### src/rtl/des_stream_pkg.sv
// Shared widths and types for the DES result stream.
// Types only: no logic, no latency, no flow control.
package des_stream_pkg;
  localparam int DES_BLOCK_W = 64;
  localparam int DES_WORD_W  = 32;

  typedef logic [DES_BLOCK_W-1:0] des_block_t;
  typedef logic [DES_WORD_W-1:0]  des_word_t;
endpackage

### src/rtl/des_result_unpacker_if.sv
// Block capture input plus word stream output of the DES result unpacker.
// The master side feeds blocks and consumes words; the slave side is the unpacker.
interface des_result_unpacker_if
  import des_stream_pkg::*;
#(
  parameter int DATA_WIDTH = DES_BLOCK_W,
  parameter int WORD_WIDTH = DES_WORD_W,
  parameter int DEPTH      = 4
);
  logic                     data_valid;
  logic [DATA_WIDTH-1:0]    out_data;
  logic                     clear;
  logic                     word_valid;
  logic [WORD_WIDTH-1:0]    word_data;
  logic                     word_last;
  logic                     word_ready;
  logic [$clog2(DEPTH):0]   fifo_level;
  logic                     overflow;

  modport master (
    output data_valid, out_data, clear, word_ready,
    input  word_valid, word_data, word_last, fifo_level, overflow
  );

  modport slave (
    input  data_valid, out_data, clear, word_ready,
    output word_valid, word_data, word_last, fifo_level, overflow
  );
endinterface

### src/rtl/des_block_fifo.sv
// Generic synchronous FIFO; head visible combinationally, push lands 1 cycle later.
// Push while full is ignored unless a pop happens in the same cycle; clear flushes.
module des_block_fifo #(
  parameter int WIDTH = 64,
  parameter int DEPTH = 4
) (
  input  logic                     clk,
  input  logic                     rst,
  input  logic                     clear,
  input  logic                     push,
  input  logic [WIDTH-1:0]         push_dat,
  input  logic                     pop,
  output logic [WIDTH-1:0]         head_dat,
  output logic                     full,
  output logic                     empty,
  output logic [$clog2(DEPTH):0]   level
);
  localparam int AW = $clog2(DEPTH);
  localparam int LW = AW + 1;

  logic [WIDTH-1:0] mem_q [DEPTH];
  logic [WIDTH-1:0] mem_d [DEPTH];
  logic [AW-1:0]    wr_ptr_q, wr_ptr_d;
  logic [AW-1:0]    rd_ptr_q, rd_ptr_d;
  logic [LW-1:0]    level_q, level_d;
  logic             do_push, do_pop;

  assign full     = (level_q == LW'(DEPTH));
  assign empty    = (level_q == '0);
  assign level    = level_q;
  assign head_dat = mem_q[rd_ptr_q];

  // Full is judged after the same-cycle pop, so a pop frees the slot being written.
  assign do_pop  = pop & ~empty;
  assign do_push = push & (~full | do_pop);

  always_comb begin
    mem_d    = mem_q;
    wr_ptr_d = wr_ptr_q;
    rd_ptr_d = rd_ptr_q;
    level_d  = level_q;
    if (clear) begin
      wr_ptr_d = '0;
      rd_ptr_d = '0;
      level_d  = '0;
    end else begin
      if (do_push) begin
        mem_d[wr_ptr_q] = push_dat;
        wr_ptr_d        = wr_ptr_q + AW'(1);
      end
      if (do_pop) begin
        rd_ptr_d = rd_ptr_q + AW'(1);
      end
      case ({do_push, do_pop})
        2'b10:   level_d = level_q + LW'(1);
        2'b01:   level_d = level_q - LW'(1);
        default: level_d = level_q;
      endcase
    end
  end

  always_ff @(posedge clk or negedge rst) begin
    if (!rst) begin
      mem_q    <= '{default: '0};
      wr_ptr_q <= '0;
      rd_ptr_q <= '0;
      level_q  <= '0;
    end else begin
      mem_q    <= mem_d;
      wr_ptr_q <= wr_ptr_d;
      rd_ptr_q <= rd_ptr_d;
      level_q  <= level_d;
    end
  end
endmodule

### src/rtl/des_result_unpacker.sv
// Buffers DES result blocks and streams each as two words, high half first; 1-cycle push latency.
// Absorbs word_ready stalls in the FIFO; blocks arriving while full are dropped and flagged sticky.
module des_result_unpacker
  import des_stream_pkg::*;
#(
  parameter int DATA_WIDTH = DES_BLOCK_W,
  parameter int WORD_WIDTH = DES_WORD_W,
  parameter int DEPTH      = 4
) (
  input  logic                  clk,
  input  logic                  rst,
  des_result_unpacker_if.slave  bus
);
  logic [DATA_WIDTH-1:0]    head_dat;
  logic                     fifo_full;
  logic                     fifo_empty;
  logic [$clog2(DEPTH):0]   fifo_level;

  logic                     half_q, half_d;
  logic                     overflow_q, overflow_d;
  logic [WORD_WIDTH-1:0]    last_word_q, last_word_d;

  logic                     word_valid;
  logic [WORD_WIDTH-1:0]    word_mux;
  logic                     xfer;
  logic                     pop_done;
  logic                     push_ok;
  logic                     drop;

  assign word_valid = ~fifo_empty;
  assign word_mux   = half_q ? head_dat[WORD_WIDTH-1:0] : head_dat[DATA_WIDTH-1:WORD_WIDTH];

  assign xfer     = word_valid & bus.word_ready & ~bus.clear;
  assign pop_done = xfer & half_q;
  assign push_ok  = bus.data_valid & (~fifo_full | pop_done) & ~bus.clear;
  assign drop     = bus.data_valid & fifo_full & ~pop_done & ~bus.clear;

  des_block_fifo #(
    .WIDTH (DATA_WIDTH),
    .DEPTH (DEPTH)
  ) u_fifo (
    .clk      (clk),
    .rst      (rst),
    .clear    (bus.clear),
    .push     (push_ok),
    .push_dat (bus.out_data),
    .pop      (pop_done),
    .head_dat (head_dat),
    .full     (fifo_full),
    .empty    (fifo_empty),
    .level    (fifo_level)
  );

  always_comb begin
    half_d      = half_q;
    overflow_d  = overflow_q;
    last_word_d = word_valid ? word_mux : last_word_q;
    if (bus.clear) begin
      half_d     = 1'b0;
      overflow_d = 1'b0;
    end else begin
      if (xfer) begin
        half_d = ~half_q;
      end
      if (drop) begin
        overflow_d = 1'b1;
      end
    end
  end

  always_ff @(posedge clk or negedge rst) begin
    if (!rst) begin
      half_q      <= 1'b0;
      overflow_q  <= 1'b0;
      last_word_q <= '0;
    end else begin
      half_q      <= half_d;
      overflow_q  <= overflow_d;
      last_word_q <= last_word_d;
    end
  end

  // An empty FIFO keeps showing the last presented word.
  assign bus.word_valid = word_valid;
  assign bus.word_data  = word_valid ? word_mux : last_word_q;
  assign bus.word_last  = word_valid & half_q;
  assign bus.fifo_level = fifo_level;
  assign bus.overflow   = overflow_q;
endmodule

### src/flat_wrapper.sv
// flat-port wrapper written by rule: the top's interface ports become plain ports
module des_result_unpacker_flat import des_stream_pkg::*;
#(
  parameter int DATA_WIDTH = DES_BLOCK_W,
  parameter int WORD_WIDTH = DES_WORD_W,
  parameter int DEPTH      = 4
)
  (clk, rst, bus_data_valid, bus_out_data, bus_clear, bus_word_ready, bus_word_valid, bus_word_data, bus_word_last, bus_fifo_level, bus_overflow);
  des_result_unpacker_if #(.DATA_WIDTH(DATA_WIDTH), .WORD_WIDTH(WORD_WIDTH), .DEPTH(DEPTH)) bus_i ();
  input  logic clk;
  input  logic rst;
  input wire logic [$bits(bus_i.data_valid)-1:0] bus_data_valid;
  input wire logic [$bits(bus_i.out_data)-1:0] bus_out_data;
  input wire logic [$bits(bus_i.clear)-1:0] bus_clear;
  input wire logic [$bits(bus_i.word_ready)-1:0] bus_word_ready;
  output wire logic [$bits(bus_i.word_valid)-1:0] bus_word_valid;
  output wire logic [$bits(bus_i.word_data)-1:0] bus_word_data;
  output wire logic [$bits(bus_i.word_last)-1:0] bus_word_last;
  output wire logic [$bits(bus_i.fifo_level)-1:0] bus_fifo_level;
  output wire logic [$bits(bus_i.overflow)-1:0] bus_overflow;
  assign bus_i.data_valid = bus_data_valid;
  assign bus_i.out_data = bus_out_data;
  assign bus_i.clear = bus_clear;
  assign bus_i.word_ready = bus_word_ready;
  assign bus_word_valid = bus_i.word_valid;
  assign bus_word_data = bus_i.word_data;
  assign bus_word_last = bus_i.word_last;
  assign bus_fifo_level = bus_i.fifo_level;
  assign bus_overflow = bus_i.overflow;
  des_result_unpacker #(.DATA_WIDTH(DATA_WIDTH), .WORD_WIDTH(WORD_WIDTH), .DEPTH(DEPTH)) u_core (.clk(clk), .rst(rst), .bus(bus_i));
endmodule
### config.mk
export PLATFORM = sky130hd
export DESIGN_NAME = des_result_unpacker_flat
export DESIGN_NICKNAME = d
export VERILOG_FILES = /design/src/rtl/des_stream_pkg.sv /design/src/rtl/des_result_unpacker_if.sv /design/src/rtl/des_block_fifo.sv /design/src/rtl/des_result_unpacker.sv /design/src/flat_wrapper.sv
export SDC_FILE = /design/constraint.sdc
export NUM_CORES = 1
export LEC_CHECK = 0
export ABC_AREA = 1
export BUFFER_PORTS_ARGS = -buffer_cell sky130_fd_sc_hd__clkbuf_2
export CAP_MARGIN = 20
export CORE_ASPECT_RATIO = 2
export CORE_MARGIN = 2
export CORE_UTILIZATION = 54
export DETAILED_ROUTE_END_ITERATION = 16
export HOLD_SLACK_MARGIN = 0.05
export PLACE_DENSITY = 0.76
export SLEW_MARGIN = 20
export SYNTH_ARGS = -nofsm -noshare
export SYNTH_HDL_FRONTEND = slang
export SYNTH_SLANG_ARGS = --single-unit
export TNS_END_PERCENT = 5
### constraint.sdc
create_clock -name clk -period 1.89 [get_ports clk]
set_clock_uncertainty 0.15 [all_clocks]
set_input_delay 0.2835 -clock clk [delete_from_list [all_inputs] [get_ports clk]]
set_output_delay 0.2835 -clock clk [all_outputs]
set_load 0.01 [all_outputs]
==> results.txt <==
----------------------------------------------------
[Detailed routing]
  Antenna-violating nets left ... 0
  DRC violations left ... 0
  Number of vias in the routed layout ... 12738
  Routed wire length per instance ... 17.9 microns
  Total wire length after detailed routing ... 40300 microns
  Number of detailed-route iterations in the first pass ... 5
  Iteration-0 DRC count of the detailed router ... 1062
  Vias per std cell ... 5.67

[Die]
  Row Count ... 82
  Area enclosed by the die boundary ... 0.0266 sq mm
  Width of the die ... 116 microns
  Effective utilization at floorplan ... 54.7%
  Core Region ... 0.0249 sq mm
  Die Ht ... 229 microns
  IO Pins ... 107

[Layout]
  Fraction of final layout cells with drive strength greater than 1 ... 18.3%
  Diodes inserted ... 0
  Most frequent cells in the layout ... nand2_1 (534), dfrtp_1 (295), o21ai_0 (283), o21ai_1 (128), inv_1 (108)
  Count of nets after finishing ... 1967
  Fillers ... 1853
  Leading cell type in the layout, fill and taps excluded ... nand2_1
  Area growth from synthesis to final layout ... 28.9%

[Worst setup path]
  Start of the worst register-to-register path ... u_core.u_fifo.level[0]
  Kind of capture point of the worst setup path ... primary output
  Flop2flop setup slack ... -80 ps
  CP required ... 1460 ps
  Maximum fanout along the worst path ... 17
  WP data arrival ... 2220 ps
  Worst flop-to-flop path endpoint ... u_core.u_fifo.level[2]
  Worst Path Class, Setup ... reg2out
  Depth of the worst register-to-register path ... 11
  Sort of element at the start of the critical path ... flip-flop

[Synth]
  Cell variety after synth ... 26
  Post-synthesis cell area ... 0.0136 sq mm
  Number of warning messages in the yosys log ... 0
  Cells after Synth ... 1706
  Sequential area share after synthesis ... 54.5%
  Flop and latch count out of synthesis ... 297
  Mean Syn Cell Area ... 7.99 sq um
  Syn_nets ... 1780

[Power]
  Switching power ... 0.00626 W
  P_leak ... 8.57 nW
  Internal power ... 0.0137 W
  Power share of the clock group ... 28.4%
  Net Sw Frac ... 31.3%
  Overall power after layout ... 0.0200 W
  Worst VDD drop ... 599 uV
  Pwr per Cell Area ... 1140 mW/mm^2
  Sequential power share ... 46.9%
  Comb pwr share ... 24.7%

[Outcome]
  Violated checks ... setup timing
  Run status ... finished, violations left

[Flow run]
  # Max-Cap Violations ... 0

[STA]
  Final period demand of the worst path ... 2650 ps
  Rel. slew slack ... 64.7%
  Final worst slack ... -764 ps
  Achievable frequency ... 377 MHz
  Number of hold violations in the final report ... 0
  Endpoints failing setup ... 115
  Unrepaired setup endpoints after global routing ... true
  Count of final max-slew check failures ... 0
  Worst hold slack ... 120 ps
  Pin slew with the least headroom to its limit ... 530 ps
  Period utilization ... 140%
  Final sum of negative setup slack ... -22350 ps

[Global routing]
  Largest net degree at the start of global routing ... 73
  Antenna violations before repair ... 0
  Total grt overflow ... 0
  Overall global routing resource usage ... 30.2%
  Global-route wire length before repair ... 64100 microns
  Via count of the first global-routing pass ... 12762

[Clocking]
  Number of buffers inserted during clock tree synthesis ... 26
  Maximum count of clock buffers along a single path ... 3
  Clock Sink Count ... 297
  Skew-Pair Late Insertion Delay ... 550 ps
  Clock transition at path regs ... 70 ps
  TritonCTS clock tree ... done
  CTS root buf ... clkbuf_16
  Deepest level of the CTS H-tree ... 1

[Placement]
  Post-Place Worst Slack ... -169 ps
  IO Port Bufs ... 106
  Post-detailed-placement half-perimeter wirelength ... 24600 microns
  Routability-driven placement congestion ratio ... 0.885

[Hold path]
  Worst min path class ... in2async

----------------------------------------------------
==> kinds of logic after synthesis <==
| group | after synthesis | share of synthesized area, % |
|---|---|---|
| AOI/OAI and AO/OA | 522 | 19.2 |
| DFF | 297 | 54.5 |
| adders and majority gates | 5 | 0.514 |
| buffers and inverters | 237 | 7.13 |
| and+or+nand+nor | 645 | 18.6 |
==> registers in the layout, indices dropped and copies added (netlist names) <==
register	cells
u_core.u_fifo.rd_ptr_q	2
u_core.u_fifo.level	3
u_core.last_word_q	32
u_core.bus.overflow	1
u_core.u_fifo.mem_q	256
u_core.half_q	1
u_core.u_fifo.wr_ptr_q	2
==> worst max-delay path, stage by stage, from the launching register on <==
cell	delay (ps)
dfrtp_4	580
buf_4	190
clkbuf_16	170
o21ai_0	240
o21ai_1	150
nand2_1	100
nand3_1	90
buf_2	150
==> power groups by stage <==
stage               logic [W]  clock network, W  registers (W)
CTS                   0.00457           0.00572        0.00932
global route          0.00553           0.00595        0.00958
floorplan             0.00271                 0        0.00915
global placement      0.00410                 0        0.00933
detailed placement    0.00429                 0        0.00941
finish                0.00493           0.00569        0.00939
==> layout make-up <==
cell class,instances,area (sq um),area share [%]
Clock buffer,38,787,4.48
Clock inverter,9,120,0.684
Inverter,115,443,2.52
Multi-Input combinational cell,1172,5570,31.7
Sequential cell,297,7440,42.3
Tap cell,336,420,2.39
Timing Repair Buffer,281,2790,15.9
==> through the flow <==
stage / utilization, % / std cells / cell area [sq um]
after global routing: 70.5 / 2248 / 17600
final: 70.5 / 2248 / 17600
after CTS: 68.7 / 2233 / 17100
after global placement: 61.1 / 2114 / 15200
after floorplan: - / 1706 / 13600
after detailed placement: 61.1 / 2114 / 15200
==> layer usage <==
| metal | share of wire (%) | vias to the layer above | track usage, % | wire, microns |
|---|---|---|---|---|
| li1 | - | 5903 | - | - |
| met1 | 38 | 6100 | 38.9 | 15400 |
| met2 | 51 | 604 | 51.1 | 20600 |
| met3 | 6.7 | 131 | 3.37 | 2680 |
| met4 | 3.9 | 0 | 12.8 | 1570 |
| met5 | 0 | - | 0 | 0 |
==> cell usage after synthesis <==
master | number | area, sq um
nand3_4 | 1 | 17.5
nor2_2 | 1 | 6.26
nand2_4 | 1 | 11.3
clkbuf_1 | 77 | 289
nor2_8 | 1 | 20.0
nand3_1 | 39 | 195
buf_4 | 14 | 105
clkbuf_2 | 3 | 15.0
nand2_2 | 1 | 6.26
buf_1 | 7 | 26.3
dfrtp_1 | 297 | 7430
fa_1 | 1 | 20.0
nand2_1 | 558 | 2090
inv_1 | 113 | 424
o21ai_0 | 383 | 1920
nor2_1 | 37 | 139
nor2_4 | 2 | 22.5
a31oi_1 | 1 | 6.26
nand4_1 | 3 | 18.8
ha_1 | 4 | 50.1
clkinv_1 | 2 | 7.51
o22ai_1 | 1 | 6.26
nand3_2 | 1 | 10.0
buf_2 | 21 | 105
o21ai_1 | 37 | 185
a21oi_1 | 100 | 500
==> worst max path at each step <==
stage                              startpoint                      to  cells past startpoint
global route        u_core.u_fifo.rd_ptr_q[0]       bus_word_data[14]                      7
finish              u_core.u_fifo.rd_ptr_q[0]       bus_word_data[14]                      7
CTS                 u_core.u_fifo.rd_ptr_q[0]       bus_word_data[18]                      8
floorplan              u_core.u_fifo.level[0]  u_core.u_fifo.mem_q[0]                      9
detailed placement  u_core.u_fifo.rd_ptr_q[0]       bus_word_data[30]                      8
global placement    u_core.u_fifo.rd_ptr_q[0]       bus_word_data[27]                      7
==> repair_timing <==
| action | in CTS | in global routing |
|---|---|---|
| setup endpoints to repair | 116 | 223 |
| hold buffers | 68 | 0 |
| resized for setup | 81 | 138 |
| setup buffers | 0 | 12 |
| gates cloned | 4 | 3 |
| pin swaps | 16 | 15 |
| endpoints found under the hold margin | 559 | 0 |
(Power assumes the default switching activity.)
